<file path="src/rtl/accum_multi.sv">
// accum_multi
//   Multi-mode reduction unit. It collects a group of 1..p_max_nmsgs messages
//   through a val/rdy request port. It reduces the group with an operator chosen
//   per group and returns one result per group through a val/rdy response port.
//
//   Operators (cfg_op, sampled on the first message of a group):
//     00 wrapping add    (ovf = any carry-out)
//     01 signed max      (ovf stays 0)
//     10 signed min      (ovf stays 0)
//     11 unsigned saturating add (ovf = any clamp)
//
// Ports
//   clk, reset          sole clock; synchronous active-high reset
//   req_val/req_rdy     request handshake
//   req_msg             operand
//   req_last            closes the current group after this message
//   cfg_op, cfg_nmsgs   group operator and size (first message only)
//   resp_val/resp_rdy   response handshake
//   resp_msg            reduced result
//   resp_count          number of messages reduced into resp_msg
//   resp_ovf            overflow seen anywhere in the group
module accum_multi #(
  parameter int p_width     = 16,
  parameter int p_max_nmsgs = 8,
  parameter int p_cnt_width = $clog2(p_max_nmsgs + 1)
) (
  input  logic                   clk,
  input  logic                   reset,
  input  logic                   req_val,
  output logic                   req_rdy,
  input  logic [p_width-1:0]     req_msg,
  input  logic                   req_last,
  input  logic [1:0]             cfg_op,
  input  logic [p_cnt_width-1:0] cfg_nmsgs,
  output logic                   resp_val,
  input  logic                   resp_rdy,
  output logic [p_width-1:0]     resp_msg,
  output logic [p_cnt_width-1:0] resp_count,
  output logic                   resp_ovf
);

  typedef enum logic [1:0] {
    S_IDLE  = 2'd0,
    S_ACCUM = 2'd1,
    S_DONE  = 2'd2
  } state_t;

  localparam logic [1:0] OP_ADD = 2'b00;
  localparam logic [1:0] OP_MAX = 2'b01;
  localparam logic [1:0] OP_MIN = 2'b10;
  localparam logic [1:0] OP_SAT = 2'b11;

  localparam logic [p_cnt_width-1:0] MAX_N   = p_cnt_width'(p_max_nmsgs);
  localparam logic [p_cnt_width-1:0] CNT_ONE = p_cnt_width'(1);

  // Unsigned add with the carry kept as the extra top bit.
  function automatic logic [p_width:0] add_wide(input logic [p_width-1:0] a,
                                                input logic [p_width-1:0] b);
    return {1'b0, a} + {1'b0, b};
  endfunction

  // Clamp a carried sum to all-ones when the carry bit is set.
  function automatic logic [p_width-1:0] sat_unsigned(input logic [p_width:0] s);
    return s[p_width] ? {p_width{1'b1}} : s[p_width-1:0];
  endfunction

  // Group size 0 means 1; sizes above the maximum are clamped to the maximum.
  function automatic logic [p_cnt_width-1:0] clamp_n(input logic [p_cnt_width-1:0] c);
    if (c == '0)       return CNT_ONE;
    else if (c > MAX_N) return MAX_N;
    else               return c;
  endfunction

  state_t                   state, state_next;
  logic [1:0]               op_q;
  logic [p_cnt_width-1:0]   n_q;
  logic [p_width-1:0]       acc_q;
  logic [p_cnt_width-1:0]   count_q;
  logic                     ovf_q;

  logic                     req_go, resp_go;
  logic                     first;
  logic                     close;
  logic [p_cnt_width-1:0]   n_use;
  logic [p_cnt_width-1:0]   cnt_next;
  logic [p_width:0]         sum_w;
  logic signed [p_width-1:0] acc_s, msg_s;
  logic [p_width-1:0]       acc_next;
  logic                     ovf_next;

  assign req_go  = req_val & req_rdy;
  assign resp_go = resp_val & resp_rdy;
  assign acc_s   = acc_q;
  assign msg_s   = req_msg;

  // Accepted-message datapath: a message opens a group unless one is already open.
  // A handshake in DONE is only possible together with resp_go.
  always_comb begin
    first    = req_go & (state != S_ACCUM);
    n_use    = first ? clamp_n(cfg_nmsgs) : n_q;
    cnt_next = first ? CNT_ONE : count_q + CNT_ONE;
    close    = req_go & ((cnt_next == n_use) | req_last);
    sum_w    = add_wide(acc_q, req_msg);
    acc_next = acc_q;
    ovf_next = ovf_q;
    if (first) begin
      acc_next = req_msg;
      ovf_next = 1'b0;
    end else begin
      case (op_q)
        OP_ADD: begin
          acc_next = sum_w[p_width-1:0];
          ovf_next = ovf_q | sum_w[p_width];
        end
        OP_MAX: if (msg_s > acc_s) acc_next = req_msg;
        OP_MIN: if (msg_s < acc_s) acc_next = req_msg;
        OP_SAT: begin
          acc_next = sat_unsigned(sum_w);
          ovf_next = ovf_q | sum_w[p_width];
        end
        default: acc_next = acc_q;
      endcase
    end
  end

  // FSM: state register
  always_ff @(posedge clk) begin
    if (reset) state <= S_IDLE;
    else       state <= state_next;
  end

  // FSM: next-state logic
  always_comb begin
    state_next = state;
    if (req_go)       state_next = close ? S_DONE : S_ACCUM;
    else if (resp_go) state_next = S_IDLE;
  end

  // FSM: outputs
  always_comb begin
    resp_val = (state == S_DONE);
    req_rdy  = (state != S_DONE) | resp_rdy;
  end

  // Group registers: written only on an accepted message, so the held result
  // stays stable under back-pressure.
  always_ff @(posedge clk) begin
    if (reset) begin
      op_q    <= OP_ADD;
      n_q     <= CNT_ONE;
      acc_q   <= '0;
      count_q <= '0;
      ovf_q   <= 1'b0;
    end else if (req_go) begin
      if (first) begin
        op_q <= cfg_op;
        n_q  <= n_use;
      end
      acc_q   <= acc_next;
      count_q <= cnt_next;
      ovf_q   <= ovf_next;
    end
  end

  assign resp_msg   = acc_q;
  assign resp_count = count_q;
  assign resp_ovf   = ovf_q;

endmodule

</file>
<file path="config.mk">
export PLATFORM = sky130hd
export DESIGN_NAME = accum_multi
export DESIGN_NICKNAME = d
export VERILOG_FILES = /design/src/rtl/accum_multi.sv
export SDC_FILE = /design/constraint.sdc
export NUM_CORES = 1
export LEC_CHECK = 0
export ABC_AREA = 0
export BUFFER_PORTS_ARGS = -buffer_cell sky130_fd_sc_hd__buf_2
export CORE_ASPECT_RATIO = 1.25
export CORE_UTILIZATION = 62
export DETAILED_ROUTE_END_ITERATION = 8
export PLACE_DENSITY = 0.87
export RECOVER_POWER = 25
export SLEW_MARGIN = 10
export SYNTH_ARGS = -nofsm -noshare
export SYNTH_HDL_FRONTEND = slang
export SYNTH_SLANG_ARGS = --single-unit
</file>
<file path="constraint.sdc">
create_clock -name clk -period 5 [get_ports clk]
set_input_delay 1.5 -clock clk [delete_from_list [all_inputs] [get_ports clk]]
set_output_delay 1.5 -clock clk [all_outputs]
set_load 0.02 [all_outputs]
</file>
==> summary.md, run 1 <==
| Metric | Value |
|---|---|
| Outcome | `completed` |
| Min-delay worst type | `reg2reg` |
| Ys Warns | `0` |
| Dpl ws | `0.610 ns` |
| Synthesized area per cell | `7.68 um^2` |
| Post-CTS setup buffers | `0` |
| Worst-path cell chain | `buf_2, ha_1, nand4_2, or4_4, o2111ai_2, a21o_1, nand3_1, o311a_1` |
| Initial Util | `0.659` |
| Ports | `50` |
| CP Max Fanout | `11` |
| # setup viols final | `0` |
| H-tree level count | `2` |
| Max-Slew Margin vs Limit | `0.295` |
| Crit path DAT | `4.31 ns` |
| Synth cell types | `64` |
| Die X | `63.8 um` |
| Vias in the first global route | `3,148` |
| Layout cell share with drive strength beyond 1 | `0.150` |
| TNS Setup | `0 ns` |
| WL/cell | `18.6 um` |
| Initial antenna violation count | `0` |
| Static leakage | `0.00142 uW` |
| DRC viols | `0` |
| Largest family of logic cells by synthesized area | `compound AO/OA/AOI/OAI gates` |
| Root Driver | `clkbuf_8` |
| XOR/XNOR Fraction of Synth Area | `0.0503` |
| Final wirelength | `9010 um` |
| Adder-cell area share of the yosys netlist | `0.163` |
| Top post-synthesis cells by count | `a21oi_1, nand2_1, ha_1` |
| Max Root-Sink Buffers | `2` |
| Placed Instances | `477` |
| Clk pwr share | `0.247` |
| Crit path from | `req_msg[13]` |
| Fin crit period | `4.13 ns` |
| Sw Pwr | `374 uW` |
| CTS buffer count | `5` |
| PortBufs | `49` |
| Worst-margin pin slew | `1.05 ns` |
| Reg power frac | `0.305` |
| Antenna Cells | `0` |
| Area growth syn-to-layout | `11.3%` |
| DP Wirelength | `6670 um` |
| Maximum vdd drop | `253 uV` |
| Drt first-iter violations | `298` |
| # Max-Cap Violations | `0` |
| Comb power frac | `0.448` |
| Setup ws final | `0.866 ns` |
| Vias per Instance | `6.52` |
| DRT Pass-1 Iters | `7` |
| Largest stage delay, worst path | `0.56 ns` |
| DR vias | `3,162` |
| Final Max Tran Viols | `0` |
| CTS tree | `built` |
| Largest net degree at the start of global routing | `23` |
| Total Power | `900 uW` |
| Crit end category | `flop` |
| Final GP Congestion | `1.02` |
| Clock Skews | `0.00496 ns` |
| Beginning of the worst hold path | `n_q[3]` |
| Post-Route Utilization | `0.734` |
| Crit-path slowest cell | `or4_4` |
| CP Data Required Time | `5.17 ns` |
| Non-filler instance count after layout | `485` |
| Ranking of synthesized cells by area | `dfxtp_1, ha_1, a21oi_1` |
| All-Layer GR Usage | `0.376` |
| R2r startpoint | `resp_msg[13]` |
| Unrepaired setup endpoints after global routing | `no` |
| Cell area after synthesis | `2960 um^2` |
| Area leader, netlist | `dfxtp_1` |
| Remaining antenna violation count | `0` |
| Clock Pin Slew Worst Setup and Hold Paths | `0.06 ns` |
| Simple-gate share of the synthesized area | `0.214` |
| EDFF count, synth | `0` |
| Max Freq | `242 MHz` |
| Final Hold Violating Endpoints | `0` |
| Post-synthesis mux area share | `0.0101` |
| Synth Area in Compound Gates | `0.295` |
| Syn nets | `451` |
| Seq/Total Area, Yosys | `0.196` |
| Setup Crit Path Kind | `in2reg` |
| Part of the cycle the worst path needs | `0.827` |
| Area share of the largest cell type after synthesis | `0.196` |
| P per Cell Area | `273 nW/um^2` |
| Nets | `491` |
| # hold bufs at CTS | `0` |
| Die Y | `79.3 um` |
| Clock sink total | `29` |
| Synthesis-stage register bit count | `29` |
| Ys async rst share | `0` |
| Synthesized instance count | `386` |
| GRT overflow | `0` |
| Main synth FF type | `dfxtp_1` |
| Pint | `526 uW` |
| Post-CTS Resized | `0` |
| Clk Latency, worst-skew pair | `0.29 ns` |
| Total core area | `4490 um^2` |
| Row count | `27` |
| CP startpoint kind | `input pin` |
| First-pass GRT wire length | `14,700 um` |
| Die ar. | `5060 um^2` |
| Top-count cell post-synth | `a21oi_1` |
| Switching share of power | `0.416` |
-- placed cells by master (no fill, tap or decap), drive strengths merged, types with 8 or more instances in the layout --
master	instances
a21oi	46
a221oi	8
a31oi	8
buf	39
clkbuf	20
dfxtp	29
ha	37
inv	33
nand2	38
nor2	30
nor3	13
o21ai	10
xnor2	11
-- sequential cells by signal (all words and copies together), names as in the netlist --
name        cells
n_q             4
op_q            2
resp_count      4
resp_msg       16
resp_ovf        1
state           2
-- path summary, 6_finish.rpt --
check	to	slack, ns	cells past startpoint
max reg2reg	resp_msg[12]	1.73	8
min	n_q[3]	0.48	2
max	resp_msg[12]	0.87	8
min reg2reg	n_q[3]	0.48	2
-- routing by layer --
metal / GRT usage / share of wire
met3: 0.0532 / 0.081
met5: 0 / 0
met1: 0.441 / 0.40
met2: 0.649 / 0.49
met4: 0.209 / 0.026
-- critical path, delay by kind of cell --
kind / cells / cell delay (ns)
buf+inv: 1 / 0.12
compound gates: 3 / 1.17
simple gates: 3 / 1.08
fa+ha+maj: 1 / 0.43
-- stage by stage --
stage / hold WS [ns] / instance area [um^2]
after global placement: 0.454 / 3210
after CTS: 0.478 / 3310
after floorplan: 0.448 / 2960
final: 0.481 / 3300
after detailed placement: 0.469 / 3210
after global routing: 0.501 / 3300
-- kinds of logic (layout without fill, tap and decap cells) --
group,Yosys count,after routing
AOI/OAI and AO/OA,121,121
DFF,29,29
muxes,3,3
adders and majority gates,38,38
and+or+nand+nor,126,126
buffers and inverters,52,93
xor gates and xnor gates,17,17
-- power by group through the flow --
stage                     combinational (uW)  sequential (uW)  clock, uW
after global routing                     439              276        231
final                                    403              274        223
after global placement                   387              277          0
after floorplan                          269              293          0
after CTS                                395              273        221
after detailed placement                 391              278          0
-- layout make-up --
cell class	count	area (um^2)
clock buffers	7	96.3
clock inverters	1	5.00
fillers	347	1190
inverters	33	124
multi-input cells	305	2170
flip-flops and latches	29	581
well taps	58	72.6
repair buffers	52	251
Note: power is estimated with default switching activity, not from simulation.
==> run 2: changes to the inputs <==
--- a/config.mk
+++ b/config.mk
@@ -8,9 +8,9 @@
 export ABC_AREA = 0
 export BUFFER_PORTS_ARGS = -buffer_cell sky130_fd_sc_hd__buf_2
 export CORE_ASPECT_RATIO = 1.25
-export CORE_UTILIZATION = 62
+export CORE_UTILIZATION = 58
 export DETAILED_ROUTE_END_ITERATION = 8
-export PLACE_DENSITY = 0.87
+export PLACE_DENSITY = 0.82
 export RECOVER_POWER = 25
 export SLEW_MARGIN = 10
 export SYNTH_ARGS = -nofsm -noshare
==> constraint.sdc (replaced) <==
create_clock -name clk -period 4.1 [get_ports clk]
set_input_delay 1.23 -clock clk [delete_from_list [all_inputs] [get_ports clk]]
set_output_delay 1.23 -clock clk [all_outputs]
set_load 0.02 [all_outputs]
==> summary.md, run 2 (synthesis results as in run 1) <==
| Metric | Value |
|---|---|
| Static leakage | `0.00147 uW (+4.0%)` |
| Remaining antenna violation count | `0 (unchanged)` |
| Commonest non-fill, non-tap cell in the layout | `a21oi_1` |
| Die X | `65.9 um (+3.3%)` |
| Antenna Cells | `0 (unchanged)` |
| PortBufs | `49 (unchanged)` |
| Outcome | `completed` |
| Crit path DAT | `3.81 ns (-0.50 ns)` |
| Total Power | `1140 uW (+27%)` |
| CP Max Fanout | `11 (unchanged)` |
| # hold bufs at CTS | `0 (unchanged)` |
| CTS buffer count | `5 (unchanged)` |
| DR vias | `3,101 (-1.9%)` |
| Ports | `50 (unchanged)` |
| Final wirelength | `8540 um (-5.3%)` |
| Number of filler cells placed in the layout | `431 (+24%)` |
| Max Freq | `272 MHz` |
| Area growth syn-to-layout | `14.9%` |
| Die ar. | `5400 um^2 (+6.7%)` |
| GRT overflow | `0 (unchanged)` |
| Post-CTS setup buffers | `0 (unchanged)` |
| Max Root-Sink Buffers | `2 (unchanged)` |
| Final hold slack | `0.479 ns (-0.00196 ns)` |
| CP Data Required Time | `4.23 ns (-0.94 ns)` |
| Layout cell share with drive strength beyond 1 | `0.173 (+0.0232)` |
| TNS Setup | `0 ns (unchanged)` |
| Drt first-iter violations | `202 (-32%)` |
| Initial Util | `0.613 (-0.0466)` |
| DRC viols | `0 (unchanged)` |
| H-tree level count | `2 (unchanged)` |
| Total core area | `4830 um^2 (+7.6%)` |
| Unrepaired setup endpoints after global routing | `no` |
| Min-delay worst type | `reg2reg` |
| Post-Route Utilization | `0.704 (-0.0299)` |
| Initial antenna violation count | `0 (unchanged)` |
| All-Layer GR Usage | `0.328 (-0.0478)` |
| Crit end category | `flop` |
| Nets | `503 (+2.4%)` |
| DP Wirelength | `6660 um (about the same)` |
| Final Max Tran Viols | `0 (unchanged)` |
| Die Y | `81.9 um (+3.3%)` |
| P per Cell Area | `335 nW/um^2 (+23%)` |
| Vias per Instance | `6.21 (-4.7%)` |
| Fin crit period | `3.68 ns` |
| Largest register FFs | `16 (unchanged)` |
| Row count | `28 (+3.7%)` |
| # setup viols final | `0 (unchanged)` |
| First-pass GRT wire length | `13,300 um (-9.3%)` |
| CTS tree | `built` |
| WL/cell | `17.1 um (-7.9%)` |
| Worst-margin pin slew | `0.897 ns (-0.150 ns)` |
| Largest net degree at the start of global routing | `23 (unchanged)` |
| Clock Skews | `0.00686 ns (+0.00190 ns)` |
| Most frequent cells in the layout | `a21oi_1, nand2_1, ha_1, buf_2, inv_1` |
| Clock Pin Slew Worst Setup and Hold Paths | `0.07 ns (about the same)` |
| Vias in the first global route | `2,891 (-8.2%)` |
| DRT Pass-1 Iters | `5 (-2)` |
| Clock sink total | `29 (unchanged)` |
| CP startpoint kind | `input pin` |
| FF-to-FF path depth | `8 (unchanged)` |
| Post-CTS Resized | `0 (unchanged)` |
| Final GP Congestion | `0.967 (-5.1%)` |
| Clk Latency, worst-skew pair | `0.30 ns (about the same)` |
| Max-Slew Margin vs Limit | `0.399 (+0.104)` |
| Part of the cycle the worst path needs | `0.898` |
| Maximum vdd drop | `230 uV (-9.0%)` |
| WHS Path Cells | `2 (unchanged)` |
| # Max-Cap Violations | `0 (unchanged)` |
| Final Hold Violating Endpoints | `0 (unchanged)` |
| Root Driver | `clkbuf_8` |
| Setup Crit Path Kind | `in2reg` |
-- run 2: changes by cell type in the layout (fill, tap and decap cells not counted), sizes merged --
cell and delta:
buf +12, bufinv +1, clkbuf -2, clkinvlp +1
-- run 2: final timing paths --
path	from	endpoint	slack, ns
setup / recovery	req_msg[13]	resp_msg[15]	0.42
setup reg to reg	resp_msg[13]	resp_msg[15]	1.01
hold reg to reg	n_q[3]	n_q[3]	0.48
hold / removal	n_q[3]	n_q[3]	0.48
-- run 2: metrics by stage --
stage,cell area [um^2],instances,setup WS [ns]
2_1_floorplan,2960,386,0.726
3_3_place_gp,3310,491,0.178
3_5_place_dp,3310,491,0.123
4_1_cts,3420,499,0.429
5_1_grt,3400,499,0.235
6_report,3400,499,0.418
-- run 2: cell type report --
type | instances | area, um^2 | share of cell area
Clock buffer | 5 | 68.8 | 0.0202
Clock inverter | 3 | 46.3 | 0.0136
Inverter | 33 | 124 | 0.0364
Multi-Input combinational cell | 305 | 2170 | 0.637
Sequential cell | 29 | 581 | 0.171
Tap cell | 60 | 75.1 | 0.0221
Timing Repair Buffer | 64 | 342 | 0.100
-- run 2: worst max-delay path, cell delays in order --
cell       delay (ns)
buf_2            0.12
ha_1             0.43
nand4_2          0.18
or4_4            0.55
o2111ai_2        0.20
a21oi_1          0.14
nor3_2           0.75
a311oi_1         0.21
-- run 2: per-layer routing --
| metal | vias up | GRT usage | routed length [um] |
|---|---|---|---|
| met4 | 0 | 0.126 | 191 |
| met2 | 114 | 0.588 | 4310 |
| li1 | 1504 | - | - |
| met5 | - | 0 | 0 |
| met1 | 1461 | 0.379 | 3520 |
| met3 | 22 | 0.0639 | 515 |
-- run 2: power by group --
part	switching (uW)	internal [uW]
clock network	126	182
registers	28.4	307
logic	301	195
total	455	684
